--- config.mk ---
export PLATFORM = sky130hd
export DESIGN_NAME = fu_pipe
export DESIGN_NICKNAME = d
export VERILOG_FILES = /design/src/rtl/mycpu_pkg.sv /design/src/rtl/fu_alu_comb.sv /design/src/rtl/fu_pipe.sv
export SDC_FILE = /design/constraint.sdc
export NUM_CORES = 1
export LEC_CHECK = 0
export CAP_MARGIN = 5
export CORE_MARGIN = 1
export CORE_UTILIZATION = 51
export DETAILED_ROUTE_END_ITERATION = 8
export GPL_ROUTABILITY_DRIVEN = 0
export PLACE_DENSITY = 0.77
export SLEW_MARGIN = 10
export SYNTH_ARGS = -nofsm -noshare
export SYNTH_HDL_FRONTEND = slang
export SYNTH_HIERARCHICAL = 1
export SYNTH_SLANG_ARGS = --single-unit
--- constraint.sdc ---
create_clock -name clk -period 4 [get_ports clk]
set_input_delay 0.8 -clock clk [delete_from_list [all_inputs] [get_ports clk]]
set_output_delay 0.8 -clock clk [all_outputs]
set_load 0.01 [all_outputs]
--- src/rtl/mycpu_pkg.sv ---
// rtl/mycpu_pkg.sv - shared function-select codes and flag types for the function units
package mycpu_pkg;

  typedef enum logic [3:0] {
    FS_A     = 4'h0,
    FS_INC   = 4'h1,
    FS_ADD   = 4'h2,
    FS_ADDC  = 4'h3,
    FS_ADDNB = 4'h4,
    FS_SUB   = 4'h5,
    FS_DEC   = 4'h6,
    FS_A2    = 4'h7,
    FS_AND   = 4'h8,
    FS_OR    = 4'h9,
    FS_XOR   = 4'hA,
    FS_NOTA  = 4'hB,
    FS_B     = 4'hC,
    FS_SHR   = 4'hD,
    FS_SHL   = 4'hE,
    FS_ZERO  = 4'hF
  } fs_t;

  localparam int NZ_N = 0;
  localparam int NZ_Z = 1;
  localparam int CV_C = 0;
  localparam int CV_V = 1;

  typedef struct packed {
    logic n;
    logic z;
    logic c;
    logic v;
  } fu_flags_t;

endpackage

--- src/rtl/fu_alu_comb.sv ---
// rtl/fu_alu_comb.sv - combinational function unit: a, b, fs -> f and N/Z/C/V
module fu_alu_comb
  import mycpu_pkg::*;
#(
  parameter int DW = 16
) (
  input  logic [DW-1:0] a,
  input  logic [DW-1:0] b,
  input  fs_t           fs,
  output logic [DW-1:0] f,
  output fu_flags_t     flags
);

  logic [DW-1:0] x;
  logic [DW-1:0] y;
  logic          cin;
  logic          arith;
  logic [DW:0]   sum;

  // Codes 1-6 all reduce to one adder with a selected second operand and carry-in
  always_comb begin
    x     = a;
    y     = '0;
    cin   = 1'b0;
    arith = 1'b1;
    case (fs)
      FS_INC:   cin = 1'b1;
      FS_ADD:   y = b;
      FS_ADDC:  begin y = b; cin = 1'b1; end
      FS_ADDNB: y = ~b;
      FS_SUB:   begin y = ~b; cin = 1'b1; end
      FS_DEC:   y = '1;
      default:  arith = 1'b0;
    endcase
  end

  assign sum = {1'b0, x} + {1'b0, y} + {{DW{1'b0}}, cin};

  always_comb begin
    f     = '0;
    flags = '0;
    if (arith) begin
      f       = sum[DW-1:0];
      flags.c = sum[DW];
      flags.v = (x[DW-1] == y[DW-1]) && (sum[DW-1] != x[DW-1]);
    end else begin
      case (fs)
        FS_A, FS_A2: f = a;
        FS_AND:      f = a & b;
        FS_OR:       f = a | b;
        FS_XOR:      f = a ^ b;
        FS_NOTA:     f = ~a;
        FS_B:        f = b;
        FS_SHR:      begin f = {1'b0, b[DW-1:1]}; flags.c = b[0]; end
        FS_SHL:      begin f = {b[DW-2:0], 1'b0}; flags.c = b[DW-1]; end
        default:     f = '0;
      endcase
    end
    flags.n = f[DW-1];
    flags.z = (f == '0);
  end

endmodule

--- src/rtl/fu_pipe.sv ---
// rtl/fu_pipe.sv - two-stage valid/ready pipeline around fu_alu_comb
module fu_pipe
  import mycpu_pkg::*;
#(
  parameter int DW = 16,
  parameter int TW = 4
) (
  input  logic          clk,
  input  logic          rst,
  input  logic          req_valid,
  output logic          req_ready,
  input  logic [DW-1:0] a_in,
  input  logic [DW-1:0] b_in,
  input  fs_t           fs_in,
  input  logic [TW-1:0] tag_in,
  output logic          rsp_valid,
  input  logic          rsp_ready,
  output logic [DW-1:0] f_out,
  output logic [1:0]    nz_out,
  output logic [1:0]    cv_out,
  output logic [TW-1:0] tag_out
);

  logic          s1_valid;
  logic [DW-1:0] s1_a;
  logic [DW-1:0] s1_b;
  fs_t           s1_fs;
  logic [TW-1:0] s1_tag;
  logic          s2_valid;
  logic          s2_free;
  logic          s1_move;
  logic          accept;
  logic [DW-1:0] alu_f;
  fu_flags_t     alu_flags;

  assign s2_free   = !s2_valid || rsp_ready;
  assign s1_move   = s1_valid && s2_free;
  assign req_ready = !s1_valid || s2_free;
  assign accept    = req_valid && req_ready;
  assign rsp_valid = s2_valid;

  always_ff @(posedge clk or posedge rst) begin
    if (rst) begin
      s1_valid <= 1'b0;
      s1_a     <= '0;
      s1_b     <= '0;
      s1_fs    <= FS_A;
      s1_tag   <= '0;
    end else begin
      s1_valid <= accept || (s1_valid && !s2_free);
      if (accept) begin
        s1_a   <= a_in;
        s1_b   <= b_in;
        s1_fs  <= fs_in;
        s1_tag <= tag_in;
      end
    end
  end

  fu_alu_comb #(.DW(DW)) u_alu (
    .a     (s1_a),
    .b     (s1_b),
    .fs    (s1_fs),
    .f     (alu_f),
    .flags (alu_flags)
  );

  // Reset value of nz_out describes the all-zero result held in f_out
  always_ff @(posedge clk or posedge rst) begin
    if (rst) begin
      s2_valid <= 1'b0;
      f_out    <= '0;
      nz_out   <= 2'b10;
      cv_out   <= 2'b00;
      tag_out  <= '0;
    end else begin
      s2_valid <= s1_move || (s2_valid && !rsp_ready);
      if (s1_move) begin
        f_out        <= alu_f;
        nz_out[NZ_N] <= alu_flags.n;
        nz_out[NZ_Z] <= alu_flags.z;
        cv_out[CV_C] <= alu_flags.c;
        cv_out[CV_V] <= alu_flags.v;
        tag_out      <= s1_tag;
      end
    end
  end

endmodule

* Yosys cells after proc, flatten, opt, wreduce, memory -nomap -nowiden *
Index checks and enable logic that the tools add are counted.

word-level totals
  register bits after elaboration = 66
  logic and storage cells = 61
  input bits = 44

operators by class
  bitwise gates (word level) = 5
  multiplexer cells = 8
  equal/unequal tests = 16
  reduce and logical (&&, ||, !) cells = 20
  add/subtract/negate cells = 2

operator list
  operator                                        count
  case mux 16 bit (8 select lines)                1
  case mux 16 bit (3 select lines)                1
  NOT 16 bit                                      2
  == test 4 bit (second input constant)           7
  adder 16 x 16 -> 17 bit                         1
  adder 17 x 1 -> 17 bit                          1
  AND 16 bit                                      1
  == test 4 x 3 -> 1 bit (second input constant)  4
  logical NOT 16 bit                              1
  2-to-1 mux 16 bit                               1
  bitwise OR 16 bit                               1
  bitwise XOR 16 bit                              1
  == test 4 x 2 -> 1 bit (second input constant)  2
  OR reduction 2 bit                              3
  OR reduction 6 bit                              1
  logical AND 1 bit                               5
  == test 4 x 1 -> 1 bit (second input constant)  1
  logical NOT 1 bit                               4
  logical NOT 4 bit                               1
  logical OR 1 bit                                4
  2-to-1 mux 1 bit                                4
  OR reduction 3 bit                              1
  case mux 1 bit (2 select lines)                 1
  == test 1 bit                                   1
  != test 1 bit                                   1

* Depth between registers and ports, before layout *
  depth after elaboration = 8
  mapped depth = 19

* Hierarchy *
The synthesis kept the hierarchy.

by module, submodules not included
  module       cells each  area an instance (um^2)  times used
  fu_alu_comb  443         3032.9                   1
  fu_pipe      143         2502.4                   1

* Worst setup path after synthesis *
OpenSTA, ideal clock, no wires.

  kind = register to register
  start point = register s1_fs[1]
  end point = register nz_out[1]
  stages on the path, launching flop included = 20
  path buffers = 6
  data required time = 3.941 ns
  data arrival time = 4.333 ns
  path slack = -0.392 ns
  period minus slack after synthesis = 4.392 ns
  path through = dfrtp_1 > buf_6 > buf_2 > buf_2 > buf_2 > clkbuf_1 > buf_1 > a211oi_1 > fa_1 > inv_1 > fa_1 > nor2b_1 > o22ai_1 > xnor2_1 > a211o_1 > or4_1 > nor4_1 > nor4b_2 > and4bb_1 > mux2_2

RTL lines
  element                         line           RTL
  start: declaration              fu_pipe.sv:27  fs_t s1_fs;
  start signal: assignment        fu_pipe.sv:54  s1_fs <= fs_in;
  end signal: indexed assignment  fu_pipe.sv:80  nz_out[NZ_N] <= alu_flags.n;
  end signal: indexed assignment  fu_pipe.sv:81  nz_out[NZ_Z] <= alu_flags.z;
  end: declaration                fu_pipe.sv:19  output logic [1:0] nz_out,

==> flow_metrics.py <==
metrics = {
    "cells_and_area": {
        "nNetsFinal": 735,
        "fillers": 870,
        "n_antenna_cell": 0,
        "syn_to_final_growth_pct": 17.6,
        "instances_no_fill": 783,
        "fin_util_pct": 62.5,
        "drive_above_1_share_pct": 16.5,
    },
    "power_and_ir_drop": {
        "finalPower_mw": 3.22,
        "p_leak_nw": 2.88,
        "clock_power_share_pct": 18.1,
        "power.density_nw_per_um2": 494,
        "switchingPower_mw": 1.30,
        "swShare_pct": 40.4,
        "combPwrFrac_pct": 50.9,
        "vdd_drop_max_uv": 222,
        "intPower_mw": 1.92,
        "seqPwrFrac_pct": 31.0,
    },
    "die": {
        "start_util_pct": 53.1,
        "io_pins": 70,
        "coreArea_um2": 10400,
        "die_height_um": 106,
        "die_area_um2": 11300,
        "die_x_um": 106,
        "rows": 37,
    },
    "critical_path": {
        "slowest_delay_ns": 0.55,
        "critPathKind": "flip-flop to flip-flop",
        "required_ns": 4.31,
        "cp_top_family": "simple AND/OR/NAND/NOR gates",
        "cp.buffers_inverters": 2,
        "cp-startpoint": "s1_fs[2]",
        "crit_arrival_ns": 4.04,
        "crit_top_cell": "fa_2",
        "cp_cell_sequence": "buf_12, mux2i_1, nor2_1, fa_2, inv_1, fa_2, nor2b_2, o22ai_1, xnor2_1, a211o_1, or4_1, nor4_2, nor4b_2, and4bb_1, mux2_2",
        "endpoint_kind": "flip-flop",
        "rr_startpoint": "s1_fs[2]",
        "cp-start-kind": "flip-flop",
        "crit_path_top_delay_cell": "or4_1",
        "critPathMaxFanout": 56,
    },
    "logic_synthesis": {
        "ys_seq_area_share_pct": 29.9,
        "synth.avg_cell_area_um2": 9.45,
        "synth-main-ff-cell": "dfrtp_1",
        "yosysWarnings": 6,
        "synth_xor_area_share_pct": 1.58,
        "yosysUniqueCellTypes": 71,
        "syn_inst": 586,
        "post_synth_instance_area_um2": 5540,
        "synth-simple-area-share_pct": 14.5,
        "synth_seq_cells": 66,
        "synth_compound_area_share_pct": 17.4,
        "yosys.area_share.adder_pct": 11.3,
        "synth_top_family_by_area": "multiplexers",
        "syn_nets": 679,
        "synth_edf_count": 0,
        "synthMuxAreaShare_pct": 18.6,
        "ys_async_sr_fraction_pct": 100,
    },
    "timing": {
        "min_period_ns": 3.73,
        "slew_headroom_pct": 33.5,
        "period_share_pct": 93.2,
        "tightest_slew_ns": 0.995,
        "fmax_ghz": 0.268,
        "finalHoldViolCount": 0,
        "fin_worst_skew_ns": 0.00766,
        "rsz0062_at_grt": "false",
        "setup-violations-final": 0,
        "fin_setup_tns_ns": 0,
        "drv_slew": 0,
    },
    "placed_design": {
        "dp.cells": 767,
        "port_buffers": 69,
        "hpwl_mm": 10.8,
    },
    "cts": {
        "clock-sinks": 66,
        "cts_root_buf": "clkbuf_8",
        "h-tree-depth": 3,
        "cts_buffers": 9,
        "cts_tree": "yes",
        "ctsResizeCount": 0,
        "path_clk_slew_ns": 0.07,
        "clock_latency_ns": 0.37,
        "cts_max_path_buffers": 2,
        "post_cts_buffers": 0,
        "cts_hold_buffers": 0,
    },
    "global_routing": {
        "grt_pass1_vias": 4691,
        "antenna_found_initial": 0,
        "grt_remaining_overflow": 0,
        "grt_use_total_pct": 27.2,
        "grt_max_degree": 57,
        "grt_pass1_wl_mm": 23.6,
    },
    "route": {
        "ant_nets": 0,
        "drc": 0,
        "routedWlPerCell_um": 18.8,
        "wl_mm": 14.8,
        "via_count": 4909,
        "drtIter0Drc": 510,
        "first_pass_iters": 5,
        "viasPerCell": 6.27,
    },
    "job": {
        "maxCapViolations": 0,
    },
    "worst_hold_path": {
        "min_from": "f_out[1]",
        "hp-class": "flip-flop to flip-flop",
    },
    "run_status": {
        "outcome": "finished clean",
    },
}
==> synthesized netlist by cell type (3+ instances only) <==
library cell  number  area share [%]
a2bb2oi_1          4            0.63
nor3_1            11            0.99
xnor2_1            5            0.79
o211ai_1           4            0.54
o21a_1             4            0.54
a211oi_1           5            0.68
or2_2              5            0.57
nor2b_1            6            0.68
nor2_1            45             3.1
inv_1             42             2.8
buf_1              3            0.20
nand2b_1          13             1.5
buf_2              9            0.81
o2111ai_1          3            0.47
ha_1              47              11
o32a_1             3            0.54
mux2_1            10             2.0
a221oi_1           5            0.79
o21bai_1           3            0.41
and4b_1            5            0.90
dfrtp_1           65              29
o21ai_0           25             2.3
a31oi_1           10             1.1
nand4_1            3            0.34
a22oi_1            5            0.68
clkbuf_1          13            0.88
nand3_1           18             1.6
o221ai_1           6            0.95
a21o_1             5            0.68
mux2i_1           24             4.3
xor2_1             5            0.79
a211o_1            3            0.47
buf_6              8             1.6
o22ai_1            6            0.68
a21oi_1           33             3.0
mux2_2            58              12
nand2_1           21             1.4
or3_1              4            0.45
==> area by class of cell <==
cell class	count	area (µm²)	share of cell area, %
Inverter	43	161	2.48
Tap cell	136	170	2.61
Sequential cell	66	1650	25.4
Clock buffer	9	124	1.90
Timing Repair Buffer	80	786	12.1
Clock inverter	7	77.6	1.19
Multi-Input combinational cell	442	3540	54.4
==> flip-flops by register name, summed over array words and instances (netlist names) <==
register,count
cv_out,2
tag_out,4
s1_tag,4
s1_a,16
s1_valid,1
nz_out,2
s1_b,16
s1_fs,4
rsp_valid,1
f_out,16
==> layout by cell type, fill, tap and decap left out, types with 3 or more instances in the layout <==
cell type	synthesis	final
o22ai_1	6	6
mux2_2	58	58
a31oi_1	10	10
a2bb2oi_1	4	4
nor2b_1	6	5
o21bai_1	3	3
clkdlybuf4s50_1	0	69
a21o_1	5	5
nor2_1	45	45
mux2_1	10	10
nor3_1	11	11
inv_1	42	41
xor2_1	5	5
or3_1	4	4
o21ai_0	25	25
a221oi_1	5	5
a211oi_1	5	4
a211o_1	3	3
o21a_1	4	4
clkbuf_8	0	9
mux2i_1	24	24
and4b_1	5	5
buf_4	2	10
a22oi_1	5	5
xnor2_1	5	5
nand2_1	21	21
nand3_1	18	17
a21oi_1	33	33
o2111ai_1	3	3
o221ai_1	6	6
nand2b_1	13	13
nand4_1	3	3
or2_2	5	5
o211ai_1	4	4
ha_1	47	47
o32a_1	3	3
dfrtp_1	65	65
==> final timing paths <==
check,to,slack (ns),cells past startpoint
max,nz_out[1],0.27,15
min,f_out[1],0.51,1
max reg2reg,nz_out[1],0.27,15
min reg2reg,f_out[1],0.51,1
max in group asynchronous,s1_b[10],2.19,3
min in group asynchronous,f_out[3],0.98,2
==> logic make-up after synthesis <==
logic type               after synthesis
AO/OA/AOI/OAI                        142
XOR/XNOR                              10
multiplexers                          93
flip-flops                            66
AND/OR/NAND/NOR                      148
adder cells (fa/ha/maj)               49
buffers and inverters                 78
==> stage by stage <==
| stage | hold slack, ns | setup WS [ns] | area (µm²) |
|---|---|---|---|
| after floorplan | 0.475 | 0.0322 | 5580 |
| after global placement | 0.482 | 0.364 | 6300 |
| after detailed placement | 0.496 | 0.272 | 6300 |
| after CTS | 0.511 | 0.204 | 6500 |
| after global routing | 0.524 | 0.0445 | 6510 |
| final | 0.508 | 0.274 | 6510 |
==> routing by layer <==
layer / routed length, µm / track usage (%)
met4: 697 / 15.7
met1: 5920 / 33.6
met5: 0 / 0
met2: 6870 / 43.6
met3: 1270 / 6.19
==> power groups by stage <==
stage	Combinational [mW]	Sequential [mW]	Clock (mW)
final	1.64	0.996	0.583
after global routing	1.77	1.02	0.627
after CTS	1.60	0.996	0.596
after detailed placement	1.59	1.01	0
after global placement	1.55	1.00	0
after floorplan	1.05	1.01	0
Power figures use the tool's default switching activity.
